$ cat config.mk
export PLATFORM = sky130hd
export DESIGN_NAME = hazard_ctrl
export DESIGN_NICKNAME = d
export VERILOG_FILES = /design/src/rtl/cpu_defs.sv /design/src/rtl/hazard_fwd_sel.sv /design/src/rtl/hazard_ctrl.sv
export SDC_FILE = /design/constraint.sdc
export NUM_CORES = 1
export LEC_CHECK = 0
export BUFFER_PORTS_ARGS = -buffer_cell sky130_fd_sc_hd__buf_4
export CAP_MARGIN = 20
export CELL_PAD_IN_SITES_DETAIL_PLACEMENT = 1
export CELL_PAD_IN_SITES_GLOBAL_PLACEMENT = 1
export CORE_ASPECT_RATIO = 0.75
export CORE_UTILIZATION = 45
export CTS_BUF_LIST = sky130_fd_sc_hd__clkbuf_2
export DETAILED_ROUTE_END_ITERATION = 12
export PLACE_DENSITY = 0.82
export SYNTH_ARGS = -nofsm -noshare
export SYNTH_HDL_FRONTEND = slang
export SYNTH_SLANG_ARGS = --single-unit
$ cat constraint.sdc
create_clock -name clk -period 2.7 [get_ports clk]
set_clock_uncertainty 0.05 [all_clocks]
set_input_delay 0.54 -clock clk [delete_from_list [all_inputs] [get_ports clk]]
set_output_delay 0.54 -clock clk [all_outputs]
set_load 0.1 [all_outputs]
$ cat src/rtl/cpu_defs.sv
`default_nettype none
// ============================================================================
// Module      : cpu_defs (package)
// Description : Shared definitions for the 5-stage MIPS pipeline hazard unit.
//               Provides the forwarding-select encoding, Tuse/Tnew limits, the
//               per-stage producer record and helpers to qualify and age it.
// Revision    : 1.0 - initial release
// ============================================================================
package cpu_defs;

    // Widths of the fields carried in every stage record.
    localparam int REC_RA_W = 5;
    localparam int REC_T_W  = 2;

    // Forwarding mux select encoding.
    localparam logic [1:0] FWD_RF = 2'd0;
    localparam logic [1:0] FWD_E  = 2'd1;
    localparam logic [1:0] FWD_M  = 2'd2;
    localparam logic [1:0] FWD_W  = 2'd3;

    // Tuse value marking an operand that is never read, and the largest Tnew
    // any instruction can report.
    localparam logic [REC_T_W-1:0] TUSE_NONE = 2'd3;
    localparam logic [REC_T_W-1:0] TNEW_MAX  = 2'd2;

    // Producer information kept for the instruction sitting in E, M or W.
    typedef struct packed {
        logic [REC_RA_W-1:0] a3;
        logic                regwrite;
        logic [REC_T_W-1:0]  tnew;
    } stage_rec_t;

    // Only a writing instruction with a non-zero destination can produce a
    // value; $0 is hard-wired and must never stall or forward.
    function automatic logic is_producer(input stage_rec_t rec);
        return rec.regwrite && (rec.a3 != '0);
    endfunction

    // Saturating decrement: once a result is ready it stays ready.
    function automatic logic [REC_T_W-1:0] sat_dec(input logic [REC_T_W-1:0] t);
        return (t == '0) ? '0 : (t - REC_T_W'(1));
    endfunction

    // Record as it appears one stage further down the pipe.
    function automatic stage_rec_t advance(input stage_rec_t rec);
        stage_rec_t nxt;
        nxt          = rec;
        nxt.tnew     = sat_dec(rec.tnew);
        return nxt;
    endfunction

endpackage : cpu_defs
`default_nettype wire

$ cat src/rtl/hazard_fwd_sel.sv
`default_nettype none
// ============================================================================
// Module      : hazard_fwd_sel
// Description : Combinational nearest-first forwarding select for a single
//               source operand. Scans an ordered list of stage records
//               (index 0 = youngest/nearest) and returns the select code of
//               the first record that writes the operand, provided that
//               record's result is already available (tnew == 0).
//               A matching record whose result is not yet ready still wins
//               the priority scan, so older stages can never supply a stale
//               value; the select then stays FWD_RF.
// Ports       : operand - register address being read
//               srcs    - candidate producer records, nearest first
//               sel     - forwarding select (FWD_RF when nothing qualifies)
// Revision    : 1.0 - initial release
// ============================================================================
module hazard_fwd_sel
    import cpu_defs::*;
#(
    parameter int                 N_SRC     = 3,
    parameter logic [2*N_SRC-1:0] SRC_CODES = {FWD_W, FWD_M, FWD_E}
) (
    input  logic [REC_RA_W-1:0]    operand,
    input  stage_rec_t [N_SRC-1:0] srcs,
    output logic [1:0]             sel
);

    // Set once the nearest writer of the operand has been seen.
    logic w_claimed;

    always_comb begin
        sel       = FWD_RF;
        w_claimed = 1'b0;
        for (int i = 0; i < N_SRC; i++) begin
            if (!w_claimed && is_producer(srcs[i]) && (srcs[i].a3 == operand)) begin
                w_claimed = 1'b1;
                if (srcs[i].tnew == '0) begin
                    sel = SRC_CODES[2*i +: 2];
                end
            end
        end
    end

endmodule : hazard_fwd_sel
`default_nettype wire

$ cat src/rtl/hazard_ctrl.sv
`default_nettype none
// ============================================================================
// Module      : hazard_ctrl
// Description : Hazard unit for the F/D/E/M/W MIPS pipeline. Keeps a producer
//               record for the instructions in E, M and W, raises the D-stage
//               stall (with an E-stage bubble) when a D operand is needed
//               before its producer can deliver it, and drives every
//               forwarding mux select in the datapath.
// Ports       : clk          - system clock, rising edge
//               reset        - asynchronous active-high, clears all records
//               d_rs, d_rt   - source register fields of the D instruction
//               d_rs_tuse    - cycles until rs is consumed (3 = not read)
//               d_rt_tuse    - cycles until rt is consumed (3 = not read)
//               d_tnew       - cycles from E entry until the result exists
//               d_a3         - destination register of the D instruction
//               d_regwrite   - D instruction writes the register file
//               stall        - freeze PC/D register, bubble into E
//               fwd_d_rs/rt  - D operand source: 0 GRF, 1 E, 2 M, 3 W
//               fwd_e_rs/rt  - E operand source: 0 pipe reg, 2 M, 3 W
//               fwd_m_rt     - M store-data source: 0 pipe reg, 1 W
// Revision    : 1.0 - initial release
// ============================================================================
module hazard_ctrl
    import cpu_defs::*;
#(
    // Must match the record widths in cpu_defs.
    parameter int RA_W = REC_RA_W,
    parameter int T_W  = REC_T_W
) (
    input  logic            clk,
    input  logic            reset,
    input  logic [RA_W-1:0] d_rs,
    input  logic [RA_W-1:0] d_rt,
    input  logic [T_W-1:0]  d_rs_tuse,
    input  logic [T_W-1:0]  d_rt_tuse,
    input  logic [T_W-1:0]  d_tnew,
    input  logic [RA_W-1:0] d_a3,
    input  logic            d_regwrite,
    output logic            stall,
    output logic [1:0]      fwd_d_rs,
    output logic [1:0]      fwd_d_rt,
    output logic [1:0]      fwd_e_rs,
    output logic [1:0]      fwd_e_rt,
    output logic            fwd_m_rt
);

    // ------------------------------------------------------------------------
    // Stage records
    // ------------------------------------------------------------------------
    stage_rec_t      r_e;
    stage_rec_t      r_m;
    stage_rec_t      r_w;
    logic [RA_W-1:0] r_e_rs;
    logic [RA_W-1:0] r_e_rt;
    logic [RA_W-1:0] r_m_rt;

    // Record the D instruction turns into when it enters E.
    stage_rec_t      w_d_rec;
    logic [T_W-1:0]  w_d_tnew;

    // An out-of-range Tnew from the decoder is pinned to the maximum so the
    // stall comparison stays meaningful for Tuse values up to 2.
    assign w_d_tnew = (d_tnew > TNEW_MAX) ? TNEW_MAX : d_tnew;

    always_comb begin
        w_d_rec          = '0;
        w_d_rec.a3       = d_a3;
        w_d_rec.regwrite = d_regwrite;
        w_d_rec.tnew     = w_d_tnew;
    end

    // ------------------------------------------------------------------------
    // Stall detection
    // ------------------------------------------------------------------------
    // An operand must wait when a producer in E or M will not have its value
    // ready by the time the operand is consumed. W always has its result, so
    // it is never part of this check.
    function automatic logic op_hazard(
        input logic [RA_W-1:0] op,
        input logic [T_W-1:0]  tuse,
        input stage_rec_t      rec
    );
        return (op != '0) && (tuse != TUSE_NONE) && is_producer(rec) &&
               (rec.a3 == op) && (tuse < rec.tnew);
    endfunction

    logic w_rs_stall;
    logic w_rt_stall;

    assign w_rs_stall = op_hazard(d_rs, d_rs_tuse, r_e) || op_hazard(d_rs, d_rs_tuse, r_m);
    assign w_rt_stall = op_hazard(d_rt, d_rt_tuse, r_e) || op_hazard(d_rt, d_rt_tuse, r_m);
    assign stall      = w_rs_stall || w_rt_stall;

    // ------------------------------------------------------------------------
    // Record pipeline
    // ------------------------------------------------------------------------
    // While stalled the D instruction stays put and E receives a bubble; M and
    // W always advance, ageing tnew by one cycle each step.
    always_ff @(posedge clk or posedge reset) begin
        if (reset) begin
            r_e    <= '0;
            r_m    <= '0;
            r_w    <= '0;
            r_e_rs <= '0;
            r_e_rt <= '0;
            r_m_rt <= '0;
        end else begin
            if (stall) begin
                r_e    <= '0;
                r_e_rs <= '0;
                r_e_rt <= '0;
            end else begin
                r_e    <= w_d_rec;
                r_e_rs <= d_rs;
                r_e_rt <= d_rt;
            end
            r_m    <= advance(r_e);
            r_m_rt <= r_e_rt;
            r_w    <= advance(r_m);
        end
    end

    // ------------------------------------------------------------------------
    // Forwarding selects
    // ------------------------------------------------------------------------
    // Candidate lists, nearest stage at index 0.
    stage_rec_t [2:0] w_d_srcs;
    stage_rec_t [1:0] w_e_srcs;
    stage_rec_t [0:0] w_m_srcs;
    logic [1:0]       w_m_rt_sel;

    assign w_d_srcs    = {r_w, r_m, r_e};
    assign w_e_srcs    = {r_w, r_m};
    assign w_m_srcs[0] = r_w;

    hazard_fwd_sel #(
        .N_SRC     (3),
        .SRC_CODES ({FWD_W, FWD_M, FWD_E})
    ) u_fwd_d_rs (
        .operand (d_rs),
        .srcs    (w_d_srcs),
        .sel     (fwd_d_rs)
    );

    hazard_fwd_sel #(
        .N_SRC     (3),
        .SRC_CODES ({FWD_W, FWD_M, FWD_E})
    ) u_fwd_d_rt (
        .operand (d_rt),
        .srcs    (w_d_srcs),
        .sel     (fwd_d_rt)
    );

    hazard_fwd_sel #(
        .N_SRC     (2),
        .SRC_CODES ({FWD_W, FWD_M})
    ) u_fwd_e_rs (
        .operand (r_e_rs),
        .srcs    (w_e_srcs),
        .sel     (fwd_e_rs)
    );

    hazard_fwd_sel #(
        .N_SRC     (2),
        .SRC_CODES ({FWD_W, FWD_M})
    ) u_fwd_e_rt (
        .operand (r_e_rt),
        .srcs    (w_e_srcs),
        .sel     (fwd_e_rt)
    );

    // Store data in M can only be refreshed from W; collapse to one bit.
    hazard_fwd_sel #(
        .N_SRC     (1),
        .SRC_CODES (FWD_W)
    ) u_fwd_m_rt (
        .operand (r_m_rt),
        .srcs    (w_m_srcs),
        .sel     (w_m_rt_sel)
    );

    assign fwd_m_rt = (w_m_rt_sel != FWD_RF);

endmodule : hazard_ctrl
`default_nettype wire

**Word-level counts from Yosys, hierarchy flattened**

Index checks and enable logic that the tools add are counted.

- Register bits: 39
- Bits in latches: 0
- Bits in writable memories: 0
- Memory bits (read-only): 0
- Input port bits: 24
- Output and inout port bits: 10
- Word-level logic and storage cells: 116
- Memories kept: 0

- Add/sub/neg operators: 2
- Multiply operators: 0
- Div/mod/pow operators: 0
- Magnitude comparators: 5
- Equal/unequal tests: 13
- Shifts and indexed selects: 0
- Muxes and demuxes: 32
- Bitwise gates (word level): 0
- Reduce and logical (&&, ||, !) cells: 52

Operators by type and width:

| operator | count |
|---|---|
| $eq 5x5->1 | 11 |
| $mux 2 | 21 |
| $logic_and 1x1->1 | 34 |
| $reduce_bool 5->1 | 5 |
| $mux 5 | 2 |
| $lt 2x2->1 | 4 |
| $mux 1 | 8 |
| $mux 8 | 1 |
| $logic_not 1->1 | 6 |
| $logic_not 2->1 | 3 |
| $ne 2x2->1 const B | 2 |
| $sub 2x1->2 const B | 2 |
| $logic_or 1x1->1 | 3 |
| $gt 2x2->1 const B | 1 |
| $reduce_bool 2->1 | 1 |

**Depth between registers and ports, before layout**

- Depth after elaboration: 12
- Gate-level depth with buffers: 8
- Depth with buffers taken out: 5

**Cells and area by module**

Synthesis repeated with hierarchy kept, for this count alone.

- Cell total of the unflattened synthesis: 251
- Area, all modules: 2526.2 um2

By module, submodules not included:

| module | instances | cells each | area each (um2) | sequential area each (um2) |
|---|---|---|---|---|
| hazard_ctrl | 1 | 119 | 1582.8 | 975.9 |
| hazard_fwd_sel at u_fwd_d_rs ... | 2 | 36 | 255.2 | 0.0 |
| hazard_fwd_sel at u_fwd_e_rs ... | 2 | 24 | 176.4 | 0.0 |
| hazard_fwd_sel at u_fwd_m_rt | 1 | 12 | 80.1 | 0.0 |

**Worst setup path before layout**

No wires, ideal clock.

- Kind: reg2out
- From: reg r_w[6] in the netlist's numbering
- To: out fwd_e_rt[1]
- Arrival time: 3.805 ns
- Data required time: 2.110 ns
- Setup slack: -1.695 ns
- Cell stages (with the launch flop): 7
- Buffers on the path: 1
- Cells stage by stage: dfrtp_1 > clkbuf_1 > or4_1 > o211ai_1 > or4_1 > a31oi_1 > a41o_1

- Longest elaborated chain between the ends: 5
- Elaborated cells on any way between the ends: 6
- Classes of those cells: eq/ne: 1; mux: 1; reduce/logical: 4

Ends and longest elaborated chain:

| what | RTL line | text |
|---|---|---|
| start: declaration | hazard_ctrl.sv:52 | `stage_rec_t r_w;` |
| start signal: assignment | hazard_ctrl.sv:119 | `r_w <= advance(r_m);` |
| $reduce_bool 5->1 | cpu_defs.sv:36 | `return rec.regwrite && (rec.a3 != '0);` |
| $logic_and 1x1->1 | cpu_defs.sv:36 |  |
| $logic_and 1x1->1 | hazard_fwd_sel.sv:35 | `if (!w_claimed && is_producer(srcs[i]) && (srcs[i].a3 == operand)) begin` |
| $logic_and 1x1->1 * | hazard_fwd_sel.sv:35 |  |
| $mux 2 * | hazard_fwd_sel.sv:35 |  |
| end: declaration | hazard_ctrl.sv:43 | `output logic [1:0] fwd_e_rt,` |

Mark *: on every way between the ends. The rest lies on a longest branch, timed or not.

**Worst setup path after layout**

- From: reg r_w[7] in the netlist's numbering
- To: out fwd_d_rs[1]

- Longest elaborated chain between the ends: 5
- Elaborated cells on any way between the ends: 6
- Classes of those cells: eq/ne: 1; mux: 1; reduce/logical: 4

Ends and longest elaborated chain:

| what | RTL line | text |
|---|---|---|
| $reduce_bool 5->1 | cpu_defs.sv:36 |  |
| $logic_and 1x1->1 | cpu_defs.sv:36 |  |
| $logic_and 1x1->1 | hazard_fwd_sel.sv:35 |  |
| $logic_and 1x1->1 * | hazard_fwd_sel.sv:35 |  |
| $mux 2 * | hazard_fwd_sel.sv:35 |  |
| end: declaration | hazard_ctrl.sv:40 | `output logic [1:0] fwd_d_rs,` |

Marked as above.

==> impl_results.md <==
- Register area share after synthesis: 0.431
- Site Rows: 21
- Vias: about 1800
- Dpl cells: 306
- Layout Area Growth over Synthesis: 33.5%
- Die area: between 5000 and 6000 um2
- CP endpoint kind: output pin
- Largest net degree at the start of global routing: 40
- Mean routed wirelength per cell: ~22 um
- Clock-pin slew on the worst setup and hold paths: roughly 0.23 ns
- DRC Markers: 0
- Final setup margin: -0.412 ns
- Unrepaired setup endpoints after global routing: yes
- DIE HEIGHT: roughly 63 um
- Max-slew violation count: 0
- GR Layer Usage met1: 0.333
- PwrDens: about 430 nW/um2
- Cell variety after synth: 36
- Grt peak-use layer: met2
- Max Freq: around 0.32 GHz
- Core footprint: ~4700 um2
- Crit path max fanout: 5
- Total Power: approximately 1.3 mW
- Fill cells: just under 500
- Initial Util: 0.487
- Crit-path most repeated cell: buf_4
- Via density: roughly 5.6
- Vias in the first global route: between 1500 and 2000
- Final setup viols: 10
- Clock Latency Late Sink: between 0.4 and 0.5 ns
- Worst path required time: approximately 2.1 ns
- Post-Synthesis Cells: between 200 and 250
- Drt first-iter violations: 114
- Setup CP Type: reg -> out
- Cts hold-fix bufs: 0
- Min Tclk post-route: just over 3 ns
- M3 GR Usage: 0.0550
- Total gr overflow: 0
- Global-route track usage on met2: 0.464
- CTS H-tree depth: 2
- Post-synth net total: between 200 and 250
- Drt total wl: around 7 mm
- Antenna violations before repair: 0
- Worst hold path type: in -> async
- Final hold slack: roughly 0.13 ns
- Setup tns final: -3.00 ns
- Clock Sinks: 39
- Slowest stage delay, CP: ~0.43 ns
- IO Pins: 34
- Dpl ws: 0.0380 ns
- CTS tree: done
- Critical path cell sequence: buf_4, buf_4, xnor2_1, nand3_1, nor4_4, mux2i_1, nor2_4, buf_6
- Max-Slew Margin vs Limit: 0.547
- Slowest CP cell: dfrtp_1
- Final core utilization: 0.650
- Finished Layout Cells: 324
- Worst path bufs/invs: 3
- I/O Buffers: 33
- Crit start category: flip-flop
- First-pass GRT wire length: approximately 10 mm
- Post-Layout Inst Area: 3020 um2
- Top delay family on crit path: simple AND/OR/NAND/NOR gates
- CTS Buf Count: 5
- Synth Register Bits: 39
- YS warnings: 0
- Clock Tree Root: clkbuf_2
- Placer congestion estimate: 0.901
- Worst VDD drop: 0.234 mV
- Failing checks: setup timing
- Syn avg cell area: about 10 um2
- Half-perimeter wire length after placement: ~4.7 mm
- Period Utilization, post-route: 1.15
- Final nets: 294
- GR Util All Layers: 0.267
- Final ANT Viol Nets: 0
- Status: finished with violations
- Worst Max-Slew Pin Slew: about 0.68 ns
- Layout cells sized above 1: 0.408
- DRT Pass-1 Iters: 4
- Diodes inserted: 0
- Mapped cell area: between 2000 and 2500 um2
- Max-cap violations: 0
- Dpl cell area: ~2700 um2
- Clock Tree Buf Depth: 2
- Die extent in x: about 84 um
- Leak: between 1 and 1.5 nW
- Final hold vios: 0
- Data arrival, critical path: roughly 2.5 ns
==> worst min-delay path, cell delays in order <==
cell	delay, ns
buf_4	0.11
inv_1	0.04
buf_4	0.42
==> registers in the layout (all words and copies together), names as in the netlist <==
name	cells
r_e	8
r_e_rs	5
r_e_rt	5
r_m	8
r_m_rt	5
r_w	8
==> cell type report <==
class,instances,area (um2),share of cell area
inverter,21,78.8,0.0261
clock buffer,6,30.0,0.00993
timing repair buffer,60,569,0.188
sequential,39,978,0.324
multi-input combinational,139,1280,0.424
tap,57,71.3,0.0236
clock inverter,2,12.5,0.00414
==> where the power goes <==
part	leakage (nW)	switching, mW	internal, mW
Clock	0.0290	0.206	0.0659
Sequential	0.462	0.0380	0.620
Combinational	0.824	0.205	0.165
==> cell usage in the layout, fill, tap and decap left out, drive strengths merged, types with 2 or more instances in the layout <==
| cell | n |
|---|---|
| nor2 | 6 |
| or4 | 5 |
| inv | 21 |
| ha | 4 |
| nand3 | 10 |
| nor3 | 19 |
| xor2 | 24 |
| a211oi | 3 |
| a32o | 2 |
| and2 | 3 |
| buf | 60 |
| dfrtp | 39 |
| mux2 | 2 |
| nor4 | 10 |
| o21ai | 3 |
| nand2 | 2 |
| clkbuf | 6 |
| nand2b | 5 |
| xnor2 | 31 |
==> kinds of logic after synthesis <==
kind of cell	after synthesis	synth area share
AND/OR/NAND/NOR	62	0.177
XOR/XNOR	55	0.213
buffers and inverters	40	0.0829
flip-flops	39	0.431
AO/OA/AOI/OAI	15	0.0597
adder cells (fa/ha/maj)	4	0.0221
multiplexers	3	0.0144
==> Yosys cell counts <==
cell      count  area (um2)
buf_6         2        22.5
xor2_1       24         210
a21oi_1       1        5.00
a41o_1        1        10.0
a211o_1       1        8.76
a22o_1        1        8.76
a211oi_1      3        22.5
buf_12        1        20.0
o21ai_0       1        5.00
o21ai_1       1        5.00
o21ai_4       1        16.3
nor3_1        9        45.0
nand2b_1      5        31.3
xnor2_1      31         272
or2_1         1        6.26
nor3_4        1        16.3
dfrtp_1      39         976
buf_2         5        25.0
clkbuf_1     11        41.3
a2bb2o_4      1        20.0
nor3_2        9        90.1
o211ai_1      1        7.51
ha_1          4        50.1
nand2_1       2        7.51
and2_1        3        18.8
or4_1         3        22.5
mux2i_1       1        10.0
nor2b_1       1        6.26
nor2_1        6        22.5
a32o_1        2        20.0
nor4_1       10        62.6
a31oi_1       1        6.26
inv_1        21        78.8
or4_4         2        22.5
nand3_1      10        50.1
mux2_2        2        22.5
==> per-layer routing <==
metal,wire [um],share of wire
met5,0,0
met3,280,0.040
met2,3500,0.50
met1,3060,0.44
met4,182,0.026
==> worst paths after layout <==
kind	slack, ns	endpoint	depth (start not counted)	start
max	-0.41	fwd_d_rs[1]	8	r_w[7]$_DFF_PP0_
max reg2reg	0.52	r_e[0]$_DFF_PP0_	7	r_m[6]$_DFF_PP0_
min reg2reg	0.40	r_m_rt[3]$_DFF_PP0_	0	r_e_rt[3]$_DFF_PP0_
min	0.13	r_e_rs[2]$_DFF_PP0_	3	reset
min in group clk	0.23	r_e[0]$_DFF_PP0_	2	d_tnew[1]
max in group asynchronous	2.08	r_w[4]$_DFF_PP0_	3	reset
==> what timing repair did <==
item / CTS / global route
endpoints found under the setup margin: 9 / 10
setup buffers: 3 / 7
pin swaps: 6 / 14
endpoints found under the hold margin: 0 / 0
resized for setup: 32 / 16
(Power assumes the default switching activity.)
